$ cat config.mk
export PLATFORM = sky130hd
export DESIGN_NAME = alu_multicycle
export DESIGN_NICKNAME = d
export VERILOG_FILES = /design/src/rtl/alu_multicycle.sv
export SDC_FILE = /design/constraint.sdc
export NUM_CORES = 1
export LEC_CHECK = 0
export ABC_AREA = 1
export BUFFER_PORTS_ARGS = -buffer_cell sky130_fd_sc_hd__buf_2
export CAP_MARGIN = 20
export CORE_ASPECT_RATIO = 0.7
export CORE_MARGIN = 5
export CORE_UTILIZATION = 35
export CTS_BUF_LIST = sky130_fd_sc_hd__clkbuf_16
export DETAILED_ROUTE_END_ITERATION = 8
export PLACE_DENSITY = 0.49
export SETUP_SLACK_MARGIN = 0.4
export SYNTH_ARGS = -nofsm -noshare
export SYNTH_HDL_FRONTEND = slang
export SYNTH_SLANG_ARGS = --single-unit
$ cat constraint.sdc
create_clock -name clk -period 5.2 [get_ports clk]
set_input_delay 0.52 -clock clk [delete_from_list [all_inputs] [get_ports clk]]
set_output_delay 0.52 -clock clk [all_outputs]
set_load 0.05 [all_outputs]
$ cat src/rtl/alu_multicycle.sv
// rtl/alu_multicycle.sv - multi-cycle EX-stage ALU with registered outputs and start/done handshake
//
// Single-cycle ops (add/sub/and/or/slt) complete one cycle after start.
// mul runs a WIDTH-iteration shift-add loop. With ALU_DIV_EN defined, divu/remu
// run a WIDTH-iteration restoring divider. Without it, no divider logic exists
// and those codes are reported as illegal.
//
// Ports:
//   clk     in   rising-edge clock
//   reset   in   synchronous, active-high reset
//   start   in   request, sampled only while busy=0
//   ctl     in   [3:0] operation code, captured with start
//   op1     in   [WIDTH-1:0] operand 1, captured with start
//   op2     in   [WIDTH-1:0] operand 2, captured with start
//   busy    out  iterative operation in progress
//   done    out  one-cycle pulse, result/zero valid
//   result  out  [WIDTH-1:0] registered result, held until next done
//   zero    out  registered, 1 iff the most recently written result == 0
//   illegal out  one-cycle pulse with done for an unsupported ctl
//
// Optional feature macro: ALU_DIV_EN

module alu_multicycle #(
    parameter int WIDTH = 64
) (
    input  logic             clk,
    input  logic             reset,
    input  logic             start,
    input  logic [3:0]       ctl,
    input  logic [WIDTH-1:0] op1,
    input  logic [WIDTH-1:0] op2,
    output logic             busy,
    output logic             done,
    output logic [WIDTH-1:0] result,
    output logic             zero,
    output logic             illegal
);

    localparam logic [3:0] CTL_AND  = 4'b0000;
    localparam logic [3:0] CTL_OR   = 4'b0001;
    localparam logic [3:0] CTL_ADD  = 4'b0010;
    localparam logic [3:0] CTL_MUL  = 4'b0011;
`ifdef ALU_DIV_EN
    localparam logic [3:0] CTL_DIVU = 4'b0100;
    localparam logic [3:0] CTL_REMU = 4'b0101;
`endif
    localparam logic [3:0] CTL_SUB  = 4'b0110;
    localparam logic [3:0] CTL_SLT  = 4'b0111;

    localparam int CW = (WIDTH > 1) ? $clog2(WIDTH) : 1;
    localparam logic [CW-1:0] LAST_ITER = CW'(WIDTH - 1);

    typedef enum logic [1:0] {
        S_IDLE = 2'd0,
        S_MUL  = 2'd1,
        S_DIV  = 2'd2
    } state_t;

    state_t state_q, state_d;

    // Shared iteration registers.
    //   mul: acc = running product, opa = shifted multiplicand, opb = shifted multiplier
    //   div: acc = partial remainder, opa = divisor, opb = dividend shifting into quotient
    logic [CW-1:0]    cnt_q, cnt_d;
    logic [WIDTH-1:0] acc_q, acc_d;
    logic [WIDTH-1:0] opa_q, opa_d;
    logic [WIDTH-1:0] opb_q, opb_d;

    logic [WIDTH-1:0] result_q, result_d;
    logic             zero_q, zero_d;
    logic             done_q, done_d;
    logic             illegal_q, illegal_d;

    logic             last_iter;
    logic             is_single;
    logic             is_mul;
    logic [WIDTH-1:0] alu_out;
    logic [WIDTH-1:0] mul_acc_next;

`ifdef ALU_DIV_EN
    logic             is_div;
    logic [3:0]       ctl_q, ctl_d;
    logic [WIDTH:0]   rem_shift;
    logic             rem_ge;
    logic [WIDTH-1:0] rem_next;
    logic [WIDTH-1:0] quo_next;
`endif

    assign last_iter = (cnt_q == LAST_ITER);

    // Opcode decode
    always_comb begin
        is_single = 1'b0;
        is_mul    = 1'b0;
        case (ctl)
            CTL_ADD, CTL_SUB, CTL_AND, CTL_OR, CTL_SLT: is_single = 1'b1;
            CTL_MUL:                                    is_mul    = 1'b1;
            default: ;
        endcase
    end

`ifdef ALU_DIV_EN
    assign is_div = (ctl == CTL_DIVU) || (ctl == CTL_REMU);
`endif

    // Single-cycle datapath
    always_comb begin
        alu_out = '0;
        case (ctl)
            CTL_ADD: alu_out = op1 + op2;
            CTL_SUB: alu_out = op1 - op2;
            CTL_AND: alu_out = op1 & op2;
            CTL_OR:  alu_out = op1 | op2;
            CTL_SLT: alu_out = {{(WIDTH-1){1'b0}}, ($signed(op1) < $signed(op2))};
            default: alu_out = '0;
        endcase
    end

    // One shift-add step: add the multiplicand when the current multiplier bit is set.
    assign mul_acc_next = acc_q + (opb_q[0] ? opa_q : '0);

`ifdef ALU_DIV_EN
    // One restoring step: bring the next dividend bit into the remainder and
    // subtract the divisor if it fits. The remainder stays below the divisor
    // (or, for a zero divisor, holds only the bits shifted in so far), so the
    // wrapped WIDTH-bit difference is exact whenever it is kept.
    assign rem_shift = {acc_q, opb_q[WIDTH-1]};
    assign rem_ge    = (rem_shift >= {1'b0, opa_q});
    assign rem_next  = rem_ge ? (rem_shift[WIDTH-1:0] - opa_q) : rem_shift[WIDTH-1:0];
    assign quo_next  = {opb_q[WIDTH-2:0], rem_ge};
`endif

    // FSM: state register
    always_ff @(posedge clk) begin
        if (reset) begin
            state_q <= S_IDLE;
        end else begin
            state_q <= state_d;
        end
    end

    // FSM: next state
    always_comb begin
        state_d = state_q;
        case (state_q)
            S_IDLE: begin
                if (start) begin
                    if (is_mul) begin
                        state_d = S_MUL;
                    end
`ifdef ALU_DIV_EN
                    if (is_div) begin
                        state_d = S_DIV;
                    end
`endif
                end
            end
            S_MUL:   if (last_iter) state_d = S_IDLE;
            S_DIV:   if (last_iter) state_d = S_IDLE;
            default: state_d = S_IDLE;
        endcase
    end

    // FSM: outputs and datapath next-state
    always_comb begin
        busy      = (state_q != S_IDLE);
        cnt_d     = cnt_q;
        acc_d     = acc_q;
        opa_d     = opa_q;
        opb_d     = opb_q;
        result_d  = result_q;
        zero_d    = zero_q;
        done_d    = 1'b0;
        illegal_d = 1'b0;
`ifdef ALU_DIV_EN
        ctl_d     = ctl_q;
`endif
        case (state_q)
            S_IDLE: begin
                if (start) begin
                    if (is_single) begin
                        result_d = alu_out;
                        zero_d   = (alu_out == '0);
                        done_d   = 1'b1;
                    end else if (is_mul) begin
                        cnt_d = '0;
                        acc_d = '0;
                        opa_d = op1;
                        opb_d = op2;
`ifdef ALU_DIV_EN
                    end else if (is_div) begin
                        cnt_d = '0;
                        acc_d = '0;
                        opa_d = op2;
                        opb_d = op1;
                        ctl_d = ctl;
`endif
                    end else begin
                        // Unsupported code: report it, leave result/zero untouched.
                        done_d    = 1'b1;
                        illegal_d = 1'b1;
                    end
                end
            end
            S_MUL: begin
                cnt_d = cnt_q + CW'(1);
                acc_d = mul_acc_next;
                opa_d = opa_q << 1;
                opb_d = opb_q >> 1;
                if (last_iter) begin
                    result_d = mul_acc_next;
                    zero_d   = (mul_acc_next == '0);
                    done_d   = 1'b1;
                end
            end
`ifdef ALU_DIV_EN
            S_DIV: begin
                cnt_d = cnt_q + CW'(1);
                acc_d = rem_next;
                opb_d = quo_next;
                if (last_iter) begin
                    result_d = (ctl_q == CTL_DIVU) ? quo_next : rem_next;
                    zero_d   = ((ctl_q == CTL_DIVU) ? quo_next : rem_next) == '0;
                    done_d   = 1'b1;
                end
            end
`endif
            default: ;
        endcase
    end

    // Datapath and output registers
    always_ff @(posedge clk) begin
        if (reset) begin
            cnt_q     <= '0;
            acc_q     <= '0;
            opa_q     <= '0;
            opb_q     <= '0;
            result_q  <= '0;
            zero_q    <= 1'b1;
            done_q    <= 1'b0;
            illegal_q <= 1'b0;
`ifdef ALU_DIV_EN
            ctl_q     <= '0;
`endif
        end else begin
            cnt_q     <= cnt_d;
            acc_q     <= acc_d;
            opa_q     <= opa_d;
            opb_q     <= opb_d;
            result_q  <= result_d;
            zero_q    <= zero_d;
            done_q    <= done_d;
            illegal_q <= illegal_d;
`ifdef ALU_DIV_EN
            ctl_q     <= ctl_d;
`endif
        end
    end

    assign done    = done_q;
    assign result  = result_q;
    assign zero    = zero_q;
    assign illegal = illegal_q;

endmodule
==> summary.md <==
| Metric | Value |
|---|---|
| Clock slew at the register clock pins of the worst setup and hold paths | approximately 0.070 ns |
| Number of max-cap violations | 0 |
| Clock sink total | around 270 |
| Die area | 93520 um2 |
| # IOs | around 200 |
| Seq/Total Area, Yosys | 0.1740 |
| Largest net degree at the start of global routing | 118 |
| Die Width | 363.4 um |
| Starting Density | 0.3538 |
| Clk Latency, worst-skew pair | around 0.59 ns |
| Final core utilization | 0.3893 |
| RSZ-0062 raised after global routing | no |
| Initial antenna violation count | 5 |
| Critical path arrival | about 4.8 ns |
| Iteration-0 DRC Markers | 4265 |
| Mux contribution to synthesized area | 0 |
| Clock network power share | 0.366 |
| Share of layout cells above drive strength 1 | 0.07385 |
| Synth Area in Compound Gates | 0.1756 |
| Synth Net Count | between 5k and 6k |
| CP endpoint kind | register |
| Hold Path Class | in2reg |
| Commonest non-fill, non-tap cells in the layout | nand2_1, inv_1, nor2_1 |
| DRT antenna net count | 0 |
| Yosys reg bits | about 270 |
| Fin Setup TNS | 0 ns |
| Slew Limit Headroom | 0.3505 |
| Nets | approximately 6.0k |
| Hold Buf Count CTS | 0 |
| H-tree Lvls | 2 |
| Combinational cell fraction of total power | 0.326 |
| Synth-to-layout area growth | 10.04% |
| Status | completed |
| Die Height | around 260 um |
| PwrDens | roughly 210 nW/um2 |
| Leakage | ~18 nW |
| Startpoint Class | register |
| Fin worst setup slack | slightly below 1 ns |
| Wire length per cell | 23.70 um |
| Commonest non-fill, non-tap cell in the layout | nand2_1 |
| Layout Skew | 0.01997 ns |
| Clock period minus final worst setup slack | roughly 4.2 ns |
| Slew @ Worst Pin | about 0.97 ns |
| Hold-critical path depth | 3 |
| Final hold vios | 0 |
| First-pass DRT Iterations | 6 |
| Switching fraction of total power | 0.4078 |
| CTS Root Buffer Type | clkbuf_16 |
| Synth Area in Adders | 0.1185 |
| I/O Buffers | roughly 200 |
| Vias in the first global route | 32.33k |
| Top FF cell, synth | dfxtp_1 |
| Fin. max-slew vios | 0 |
| Synthesized area per cell | approximately 5.6 um2 |
| Cts bufs inserted | 34 |
| Post-DR vias/cell | 5.390 |
| Fraction of the mapped netlist area in simple logic gates | 0.3869 |
| Net switching power | around 2.9 mW |
| Vias post-DR | approximately 36k |
| Setup slack after placement | between 0.8 and 0.9 ns |
| Gate Count Post-Synth | roughly 5.5k |
| CTS Buffer Depth | 3 |
| WS Path Type | reg2reg |
| GP Congestion | about 1.1 |
| GRT Total Usage | 0.3262 |
| Cts repair resizes | 0 |
| DRC | 0 |
| Setup violators final | 0 |
| Hpwl dp | around 130000 um |
| R2R cell count | 21 |
| Asr flop ratio synth | 0 |
| GR Overflow Total | 0 |
| Final worst path period share | 0.8123 |
| Main combinational cell family by area after synthesis | simple AND/OR/NAND/NOR gates |
| Peak VDD IR | 0.1910 mV |
| Internal power | roughly 4.2 mW |
| Placed Cells | 6668 |
| Post-Syn Area | approximately 31000 um2 |
| Synthesis Warnings | 0 |
| Core area | between 80000 and 90000 um2 |
| Xor/xnor cell area share of the yosys netlist | 0.007443 |
| Post-CTS Setup Bufs | 0 |
| Count of cell types in the netlist | 50 |
| First-pass GRT wire length | 226400 um |
| Non-filler instance count after layout | slightly below 7k |
| Site Rows | 90 |
| F_max | roughly 240 MHz |
| Sequential share of power | 0.308 |
| CTS tree | yes |
| CP required | ~5.7 ns |
| Hold_ws | approximately 0.23 ns |
| Final WL | around 160000 um |
| Largest fanout on the critical path | 48 |
| EDFF count, synth | 0 |
through the flow:
stage	instance area, um2	total power, mW
finish	33670	7.045
floorplan	30600	3.572
global placement	32500	4.447
detailed placement	32500	4.432
global route	33660	7.364
CTS	33660	7.044
area by class of cell:
class	instances	area (um2)
diodes	2	5.005
clock buffers	35	875.8
clock inverters	26	285.3
fillers	9962	52810
inverters	868	3271
multi-input cells	4143	21100
flip-flops and latches	266	5330
well taps	1150	1439
repair buffers	241	1366
per-layer routing:
layer  track usage  vias to the layer above  wire [um]
li1              -                    17620          -
met1        0.4878                    16900      75530
met2        0.4737                     1602      63830
met3       0.06754                      162      15620
met4       0.07857                        4       4504
met5             0                        -         27
cells in the mapped netlist, types with 35 or more instances:
library cell / n / area, um2
nand2_1: 1723 / 6467
inv_1: 851 / 3194
nor2_1: 538 / 2019
nand3_1: 366 / 1832
o21ai_0: 362 / 1812
a21oi_1: 313 / 1567
ha_1: 285 / 3566
dfxtp_1: 266 / 5325
a31oi_1: 170 / 1064
clkbuf_1: 117 / 439.2
nand4_1: 48 / 300.3
nor3_1: 44 / 220.2
buf_2: 43 / 215.2
nand3b_1: 37 / 277.8
o22ai_1: 35 / 219.0
worst max-delay path, cell delays in order (launching register included):
cell	delay, ns
dfxtp_2	0.55
buf_12	0.27
nand2_1	0.08
inv_1	0.09
ha_1	0.28
a21oi_1	0.24
o21ai_0	0.23
a21oi_1	0.37
nor2_1	0.10
nor2_1	0.13
nand2_1	0.12
a21oi_1	0.52
nand2_1	0.16
nand2_1	0.14
nand2_1	0.09
nor2_1	0.10
nand2_1	0.06
nor2_1	0.22
nand4_1	0.17
nand2_1	0.10
nand2_1	0.05
nand2_1	0.07
logic make-up after synthesis:
group | count (synthesis)
flops | 266
compound gates | 975
buf+inv | 1069
xor+xnor | 26
simple gates | 2854
fa+ha+maj | 288
final timing paths:
path,from,endpoint,slack (ns)
worst min-delay path,op2[51],opb_q[51],0.23
worst max-delay path,opb_q[0],zero,0.98
worst min register to register,opb_q[63],opb_q[63],0.46
worst max register to register,opb_q[0],zero,0.98
power groups by stage:
stage	logic (mW)	clock network [mW]	registers, mW
after detailed placement	2.22	0	2.22
after floorplan	1.25	0	2.32
after global routing	2.45	2.73	2.18
after global placement	2.23	0	2.22
after CTS	2.23	2.65	2.17
final	2.29	2.58	2.17
flip-flops by register name, summed over array words and instances, names as in the netlist:
| name | count |
|---|---|
| cnt_q | 6 |
| opa_q | 64 |
| done | 1 |
| state_q | 1 |
| illegal | 1 |
| opb_q | 64 |
| result | 64 |
| zero | 1 |
| acc_q | 64 |
(Power assumes the default switching activity.)
